**src/rtl/vin_pkg.sv**
```systemverilog
// vin_pkg: shared state encoding, widths and helpers for the video-input
// frame-lock logic (vin_frame_sync and its sub-blocks).
package vin_pkg;

  typedef enum logic [1:0] {
    ST_UNLOCKED = 2'd0,
    ST_ACQUIRE  = 2'd1,
    ST_LOCKED   = 2'd2
  } vfs_state_e;

  // Width of the lock-loss counter.
  localparam int ERR_CNT_W  = 8;
  // Width of the consecutive-good-frame counter (LOCK_FRAMES is at most 15).
  localparam int GOOD_CNT_W = 4;

  // Increment that sticks at all-ones instead of wrapping.
  function automatic logic [ERR_CNT_W-1:0] sat_inc(input logic [ERR_CNT_W-1:0] v);
    return (v == '1) ? v : v + ERR_CNT_W'(1);
  endfunction

endpackage

```
**src/rtl/vfs_edge_det.sv**
```systemverilog
// vfs_edge_det: registered single-edge detector. o_dly is the input delayed
// one cycle; o_edge is combinational from the input and that registered copy,
// so it is high during the first cycle after the selected transition.
module vfs_edge_det #(
  parameter bit RISING = 1'b1
) (
  input  logic clk,
  input  logic rst,
  input  logic i_sig,
  output logic o_dly,
  output logic o_edge
);

  logic r_sig;

  // Registered copy of the input used as the edge reference.
  always_ff @(posedge clk or posedge rst) begin
    if (rst) r_sig <= 1'b0;
    else     r_sig <= i_sig;
  end

  assign o_dly  = r_sig;
  assign o_edge = RISING ? (i_sig & ~r_sig) : (~i_sig & r_sig);

endmodule

```
**src/rtl/vin_frame_sync.sv**
```systemverilog
// vin_frame_sync: frame-lock and geometry checker in the pixel-clock domain.
// Counts pixels per line and lines per frame, locks after LOCK_FRAMES clean
// frames, gates o_de while unlocked and drops lock on any geometry error.
// There is no backpressure: the stream is pass-through with 1-cycle latency.
// Optional: define VIN_FRAME_SYNC_STATS_EN to add the meas_h/meas_v outputs.
// o_state exposes the lock FSM state for debug.
module vin_frame_sync
  import vin_pkg::*;
#(
  parameter int H_ACT       = 800,
  parameter int V_ACT       = 1200,
  parameter int LOCK_FRAMES = 2,
  parameter int CNT_W       = 12
) (
  input  logic                 clk,
  input  logic                 rst,
  input  logic                 i_vsync,
  input  logic                 i_hsync,
  input  logic                 i_de,
  input  logic [7:0]           i_pixel,
  output logic                 o_vsync,
  output logic                 o_hsync,
  output logic                 o_de,
  output logic [7:0]           o_pixel,
  output logic                 o_frame_start,
  output logic                 locked,
  output logic                 err_h,
  output logic                 err_v,
  output logic [ERR_CNT_W-1:0] err_count,
`ifdef VIN_FRAME_SYNC_STATS_EN
  output logic [CNT_W-1:0]     meas_h,
  output logic [CNT_W-1:0]     meas_v,
`endif
  output vfs_state_e           o_state
);

  localparam logic [CNT_W-1:0]      H_ACT_C = CNT_W'(H_ACT);
  localparam logic [CNT_W-1:0]      V_ACT_C = CNT_W'(V_ACT);
  localparam logic [GOOD_CNT_W-1:0] LOCK_C  = GOOD_CNT_W'(LOCK_FRAMES);

  vfs_state_e            r_state, w_state_nxt;
  logic [GOOD_CNT_W-1:0] r_good_cnt, w_good_nxt, w_good_inc;
  logic                  r_frame_bad, w_bad_nxt, w_lock_lost;
  logic [CNT_W-1:0]      r_h_cnt, r_v_cnt, w_v_eff;
  logic                  r_line_over;
  logic                  w_vs_rise, w_de_fall, w_vs_d, w_de_d;
  logic                  w_h_full, w_err_long, w_err_short, w_line_err, w_frame_err;
  logic [7:0]            r_pixel;
  logic                  r_hsync, r_err_h, r_err_v, r_frame_start;
  logic [ERR_CNT_W-1:0]  r_err_count;

  vfs_edge_det #(.RISING(1'b1)) u_vs_det (
    .clk(clk), .rst(rst), .i_sig(i_vsync), .o_dly(w_vs_d), .o_edge(w_vs_rise)
  );

  vfs_edge_det #(.RISING(1'b0)) u_de_det (
    .clk(clk), .rst(rst), .i_sig(i_de), .o_dly(w_de_d), .o_edge(w_de_fall)
  );

  // A line is short/long at de_fall, or overlong the moment pixel H_ACT+1
  // arrives; r_line_over stops the later de_fall from reporting it twice.
  assign w_h_full    = (r_h_cnt == H_ACT_C);
  assign w_err_long  = i_de & w_h_full;
  assign w_err_short = w_de_fall & ~w_h_full & ~r_line_over;
  assign w_line_err  = w_err_long | w_err_short;

  // Line count including a line that ends on this very cycle, so a de_fall
  // coincident with vs_rise is credited to the frame that is ending.
  assign w_v_eff     = (w_de_fall && (r_v_cnt != '1)) ? r_v_cnt + CNT_W'(1) : r_v_cnt;
  // The first frame edge after UNLOCKED closes a partial frame: never checked.
  assign w_frame_err = w_vs_rise & (r_state != ST_UNLOCKED) & (w_v_eff != V_ACT_C);
  assign w_good_inc  = r_good_cnt + GOOD_CNT_W'(1);

  // Lock FSM next-state and good-frame bookkeeping.
  always_comb begin
    w_state_nxt = r_state;
    w_good_nxt  = r_good_cnt;
    w_bad_nxt   = r_frame_bad;
    w_lock_lost = 1'b0;
    case (r_state)
      ST_UNLOCKED: begin
        if (w_vs_rise) begin
          w_state_nxt = ST_ACQUIRE;
          w_good_nxt  = '0;
          w_bad_nxt   = 1'b0;
        end
      end
      ST_ACQUIRE: begin
        if (w_vs_rise) begin
          w_bad_nxt = 1'b0;
          if (w_frame_err || w_line_err || r_frame_bad) begin
            w_good_nxt = '0;
          end else begin
            w_good_nxt = w_good_inc;
            if (w_good_inc == LOCK_C) w_state_nxt = ST_LOCKED;
          end
        end else if (w_line_err) begin
          w_good_nxt = '0;
          w_bad_nxt  = 1'b1;
        end
      end
      ST_LOCKED: begin
        if (w_line_err || w_frame_err) begin
          w_state_nxt = ST_UNLOCKED;
          w_lock_lost = 1'b1;
        end
      end
      default: w_state_nxt = ST_UNLOCKED;
    endcase
  end

  // Lock FSM state register.
  always_ff @(posedge clk or posedge rst) begin
    if (rst) begin
      r_state     <= ST_UNLOCKED;
      r_good_cnt  <= '0;
      r_frame_bad <= 1'b0;
    end else begin
      r_state     <= w_state_nxt;
      r_good_cnt  <= w_good_nxt;
      r_frame_bad <= w_bad_nxt;
    end
  end

  // Pixel-per-line and line-per-frame counters.
  always_ff @(posedge clk or posedge rst) begin
    if (rst) begin
      r_h_cnt     <= '0;
      r_line_over <= 1'b0;
      r_v_cnt     <= '0;
    end else begin
      if (w_vs_rise || w_de_fall) begin
        r_h_cnt     <= '0;
        r_line_over <= 1'b0;
      end else begin
        if (i_de && (r_h_cnt != '1)) r_h_cnt <= r_h_cnt + CNT_W'(1);
        if (w_err_long) r_line_over <= 1'b1;
      end
      r_v_cnt <= w_vs_rise ? '0 : w_v_eff;
    end
  end

  // Registered stream copy, error pulses, frame-start pulse, lock-loss count.
  always_ff @(posedge clk or posedge rst) begin
    if (rst) begin
      r_pixel       <= '0;
      r_hsync       <= 1'b0;
      r_err_h       <= 1'b0;
      r_err_v       <= 1'b0;
      r_frame_start <= 1'b0;
      r_err_count   <= '0;
    end else begin
      r_pixel       <= i_pixel;
      r_hsync       <= i_hsync;
      r_err_h       <= w_line_err;
      r_err_v       <= w_frame_err;
      r_frame_start <= w_vs_rise & (w_state_nxt == ST_LOCKED);
      if (w_lock_lost) r_err_count <= sat_inc(r_err_count);
    end
  end

`ifdef VIN_FRAME_SYNC_STATS_EN
  logic [CNT_W-1:0] r_meas_h, r_meas_v;

  // Last measured line length and frame height.
  always_ff @(posedge clk or posedge rst) begin
    if (rst) begin
      r_meas_h <= '0;
      r_meas_v <= '0;
    end else begin
      if (w_de_fall) r_meas_h <= r_h_cnt;
      if (w_vs_rise) r_meas_v <= w_v_eff;
    end
  end

  assign meas_h = r_meas_h;
  assign meas_v = r_meas_v;
`endif

  assign o_vsync       = w_vs_d;
  assign o_hsync       = r_hsync;
  assign o_pixel       = r_pixel;
  assign o_de          = w_de_d & (r_state == ST_LOCKED);
  assign o_frame_start = r_frame_start;
  assign locked        = (r_state == ST_LOCKED);
  assign err_h         = r_err_h;
  assign err_v         = r_err_v;
  assign err_count     = r_err_count;
  assign o_state       = r_state;

endmodule

```
**config.mk**
```make
export PLATFORM = sky130hd
export DESIGN_NAME = vin_frame_sync
export DESIGN_NICKNAME = d
export VERILOG_FILES = /design/src/rtl/vin_pkg.sv /design/src/rtl/vfs_edge_det.sv /design/src/rtl/vin_frame_sync.sv
export SDC_FILE = /design/constraint.sdc
export NUM_CORES = 1
export LEC_CHECK = 0
export ABC_AREA = 0
export ABC_CLOCK_PERIOD_IN_PS = 5710
export BUFFER_PORTS_ARGS = -buffer_cell sky130_fd_sc_hd__buf_2
export CAP_MARGIN = 20
export CORE_ASPECT_RATIO = 1.75
export CORE_MARGIN = 4
export CORE_UTILIZATION = 60
export DETAILED_ROUTE_END_ITERATION = 8
export HOLD_SLACK_MARGIN = 0.03
export PLACE_DENSITY_LB_ADDON = 0.3
export SYNTH_ARGS = -nofsm -noshare
export SYNTH_HDL_FRONTEND = slang
export SYNTH_SLANG_ARGS = --single-unit
```
**constraint.sdc**
```tcl
create_clock -name clk -period 5.71 [get_ports clk]
set_clock_uncertainty 0.2 [all_clocks]
set_input_delay 0.8565 -clock clk [delete_from_list [all_inputs] [get_ports clk]]
set_output_delay 0.8565 -clock clk [all_outputs]
set_load 0.02 [all_outputs]
```
==> impl_metrics.sql <==
INSERT INTO impl_metrics (metric_group, metric, value, unit) VALUES
('sta', 'layout_min_cycle_time', '3020', 'ps'),
('setup_path', 'start_kind', 'flip-flop', ''),
('setup_path', 'path_cells', 'ha_1 > and3_1 > a211oi_2 > a31oi_1 > a2111oi_4 > a31oi_4 > o21ai_2 > mux2_2', ''),
('setup_path', 'worst_ep_arrival_time', '3030', 'ps'),
('clocking', 'postCtsResizedCells', '0', ''),
('sta', 'drv_slew', '0', ''),
('route', 'remaining_design_rule_violation_count', '0', ''),
('sta', 'unrepaired_setup_endpoints_after_global_routing', 'no', ''),
('global_route', 'grt_antenna_before_repair', '0', ''),
('clocking', 'cts.sink_count', '54', ''),
('logic_synthesis', 'synth_sequential_area_ratio', '48.9', '%'),
('route', 'drt-wirelength-per-cell', '15.9', 'microns'),
('place', 'hpwlAfterDp', '4120', 'microns'),
('clocking', 'tritoncts.num_buffers', '5', ''),
('setup_path', 'cp_top_family', 'compound AO/OA/AOI/OAI gates', ''),
('place', 'gp_routability_congestion', '0.967', ''),
('final_layout', 'fill_cells', '324', ''),
('floorplanning', 'initial_core_util', '62.2', '%'),
('global_route', 'first_pass_grt_wire_length', '9930', 'microns'),
('final_layout', 'multi_input_area', '0.00133', 'sq mm'),
('clocking', 'cts-hold-fix-buffers', '0', ''),
('logic_synthesis', 'netlist_top_cells_area', 'sky130_fd_sc_hd__dfrtp_1 49%, sky130_fd_sc_hd__xnor2_1 4.4%, sky130_fd_sc_hd__nor2_1 4.2%', ''),
('setup_path', 'cpMaxStageDelayCell', 'sky130_fd_sc_hd__a2111oi_4', ''),
('power', 'power_density', '226', 'mW/mm^2'),
('global_route', 'grt_max_degree', '55', ''),
('sta', 'setup-tns-final', '0', 'ps'),
('logic_synthesis', 'mappedNetlistNets', '284', ''),
('floorplanning', 'fp.dieArea', '0.00580', 'sq mm'),
('min_path', 'worst_hold_path_type', 'input pin to asynchronous set/reset pin', ''),
('floorplanning', 'floorplan_die_width', '59.3', 'microns'),
('logic_synthesis', 'post-synth-top-area-fraction', '48.9', '%'),
('logic_synthesis', 'yosysTopAreaCell', 'sky130_fd_sc_hd__dfrtp_1', ''),
('clocking', 'clock_tree.root_cell', 'sky130_fd_sc_hd__clkbuf_8', ''),
('route', 'dr.first_iter.drc_count', '61', ''),
('global_route', 'track_usage', '22.1', '%'),
('setup_path', 'cp_max_fo', '9', ''),
('logic_synthesis', 'synth-seq-cells', '54', ''),
('power', 'total_power', '697', 'uW'),
('sta', 'fmax', '332', 'MHz'),
('place', 'port_buffers', '37', ''),
('route', 'num_vias', '2124', ''),
('global_route', 'global_route.overflow_total', '0', ''),
('route', 'detail_route.wirelength', '5670', 'microns'),
('flow_run', 'maxCapViolations', '0', ''),
('clocking', 'h-tree-depth', '2', ''),
('logic_synthesis', 'netlist-cell-type-count', '55', ''),
('setup_path', 'critical_path.n_buffers_inverters', '0', ''),
('clocking', 'worst_skew_pair.late_latency', '320', 'ps'),
('sta', 'final.period_utilization', '52.8', '%'),
('clocking', 'cts_setup_buffers', '0', ''),
('floorplanning', 'fp-row-count', '32', ''),
('clocking', 'cts.path.max_buffers', '2', ''),
('floorplanning', 'die_h', '97.8', 'microns'),
('route', 'via_per_inst', '5.97', ''),
('sta', 'final_report_hold_violation_count', '0', ''),
('status', 'outcome', 'completed', ''),
('final_layout', 'final-seq-area', '0.00135', 'sq mm'),
('sta', 'finalSetupViolations', '0', ''),
('final_layout', 'layout-drive-gt1-share', '21.6', '%'),
('sta', 'timing.max_slew.rel_slack', '60.9', '%'),
('setup_path', 'worst_setup_path_category', 'flip-flop to flip-flop', ''),
('power', 'leakagePower', '1.42', 'nW'),
('logic_synthesis', 'syn_avg_cell_area', '10.4', 'sq um'),
('sta', 'worstMarginPinSlew', '579', 'ps'),
('clocking', 'clkTransAtPathRegs', '100', 'ps'),
('logic_synthesis', 'synthArstFlopShare', '100', '%'),
('logic_synthesis', 'synth_ff_type', 'sky130_fd_sc_hd__dfrtp_1', ''),
('logic_synthesis', 'synth_enable_flop_cells', '0', ''),
('logic_synthesis', 'synthesized_instance_count', '265', ''),
('setup_path', 'worst-endpoint-required', '5720', 'ps'),
('route', 'ant_nets', '0', '');
## logic make-up (layout without fill, tap and decap cells)
logic type | after synthesis | count (layout) | synth area share (%)
XOR/XNOR | 25 | 25 | 7.93
flip-flops | 54 | 54 | 48.9
AND/OR/NAND/NOR | 113 | 113 | 21.7
AO/OA/AOI/OAI | 47 | 47 | 14.4
adder cells (fa/ha/maj) | 6 | 6 | 2.72
multiplexers | 4 | 4 | 1.54
buffers and inverters | 16 | 56 | 2.81
## per-layer routing
layer / share of wire (%) / vias to the layer above / track usage [%]
li1: - / 1027 / -
met1: 38 / 1027 / 26.0
met2: 55 / 51 / 36.9
met3: 4.0 / 19 / 4.23
met4: 3.0 / 0 / 11.3
met5: 0 / - / 0
## worst paths after layout
kind | from | endpoint | slack, ps | cells after the start
setup / recovery | r_v_cnt[0] | err_count[1] | 2690 | 8
hold / removal | rst | r_v_cnt[4] | 240 | 2
setup reg to reg | r_v_cnt[0] | err_count[1] | 2690 | 8
hold reg to reg | err_count[4] | err_count[4] | 290 | 1
max in group asynchronous | rst | r_v_cnt[10] | 4570 | 3
min in group clk | err_count[4] | err_count[4] | 290 | 1
## cell usage in the layout, fill, tap and decap left out, drive strengths merged, types with 6 or more instances in the layout
cell	netlist	final
nand3	9	9
a31oi	7	7
a21oi	8	8
inv	9	10
nand4	9	9
nand2	20	20
buf	4	39
nor2	31	31
ha	6	6
nor3	6	6
and3	9	9
xnor2	14	14
dfrtp	54	54
xor2	11	11
o21ai	7	7
## Yosys cell counts, types with 2 or more instances
cell type                   count
sky130_fd_sc_hd__o21ai_0        6
sky130_fd_sc_hd__or3_1          3
sky130_fd_sc_hd__a211oi_2       2
sky130_fd_sc_hd__nand4_1        8
sky130_fd_sc_hd__nor3_1         6
sky130_fd_sc_hd__a21oi_1        8
sky130_fd_sc_hd__nor2b_1        2
sky130_fd_sc_hd__and4_1         2
sky130_fd_sc_hd__nand2b_1       5
sky130_fd_sc_hd__and3_1         8
sky130_fd_sc_hd__buf_6          2
sky130_fd_sc_hd__dfrtp_1       54
sky130_fd_sc_hd__nand2_1       20
sky130_fd_sc_hd__and2_1         3
sky130_fd_sc_hd__o2111ai_1      3
sky130_fd_sc_hd__nand3_1        9
sky130_fd_sc_hd__a21o_1         2
sky130_fd_sc_hd__nor4_1         2
sky130_fd_sc_hd__or2_2          3
sky130_fd_sc_hd__a31oi_1        6
sky130_fd_sc_hd__inv_1          9
sky130_fd_sc_hd__mux2_2         2
sky130_fd_sc_hd__mux2i_1        2
sky130_fd_sc_hd__ha_1           6
sky130_fd_sc_hd__xnor2_1       14
sky130_fd_sc_hd__clkbuf_1       3
sky130_fd_sc_hd__o211ai_1       4
sky130_fd_sc_hd__xor2_1        11
sky130_fd_sc_hd__a311oi_1       2
sky130_fd_sc_hd__buf_2          2
sky130_fd_sc_hd__nor2_1        31
sky130_fd_sc_hd__and4b_1        2
## flip-flops by register name, summed over array words and instances (netlist names)
register / flops
err_count: 8
err_h: 1
err_v: 1
o_frame_start: 1
o_hsync: 1
o_pixel: 8
o_state: 2
r_frame_bad: 1
r_good_cnt: 4
r_h_cnt: 12
r_line_over: 1
r_v_cnt: 12
u_de_det.o_dly: 1
u_vs_det.o_dly: 1
## stage by stage
| stage | instances | hold slack (ps) | instance area, sq um | util, % | setup slack (ps) |
|---|---|---|---|---|---|
| floorplan | 265 | 267 | 2760 | - | 2790 |
| global placement | 347 | 276 | 2980 | 66.9 | 2490 |
| detailed placement | 347 | 276 | 2980 | 66.9 | 2430 |
| CTS | 355 | 300 | 3070 | 69.1 | 2720 |
| global route | 356 | 237 | 3090 | 69.5 | 2430 |
| finish | 356 | 242 | 3090 | 69.5 | 2690 |
## power by group
part | internal (mW) | switching (mW)
Sequential | 0.395 | 0.0118
Combinational | 0.0252 | 0.0422
Clock | 0.0888 | 0.134
Total | 0.509 | 0.188
## layout make-up
class / instances / share of cell area [%]
flip-flops and latches: 54 / 43.7
multi-input cells: 195 / 43.2
repair buffers: 39 / 6.89
clock buffers: 5 / 2.23
well taps: 51 / 2.07
inverters: 9 / 1.09
clock inverters: 3 / 0.810
(Power assumes the default switching activity.)
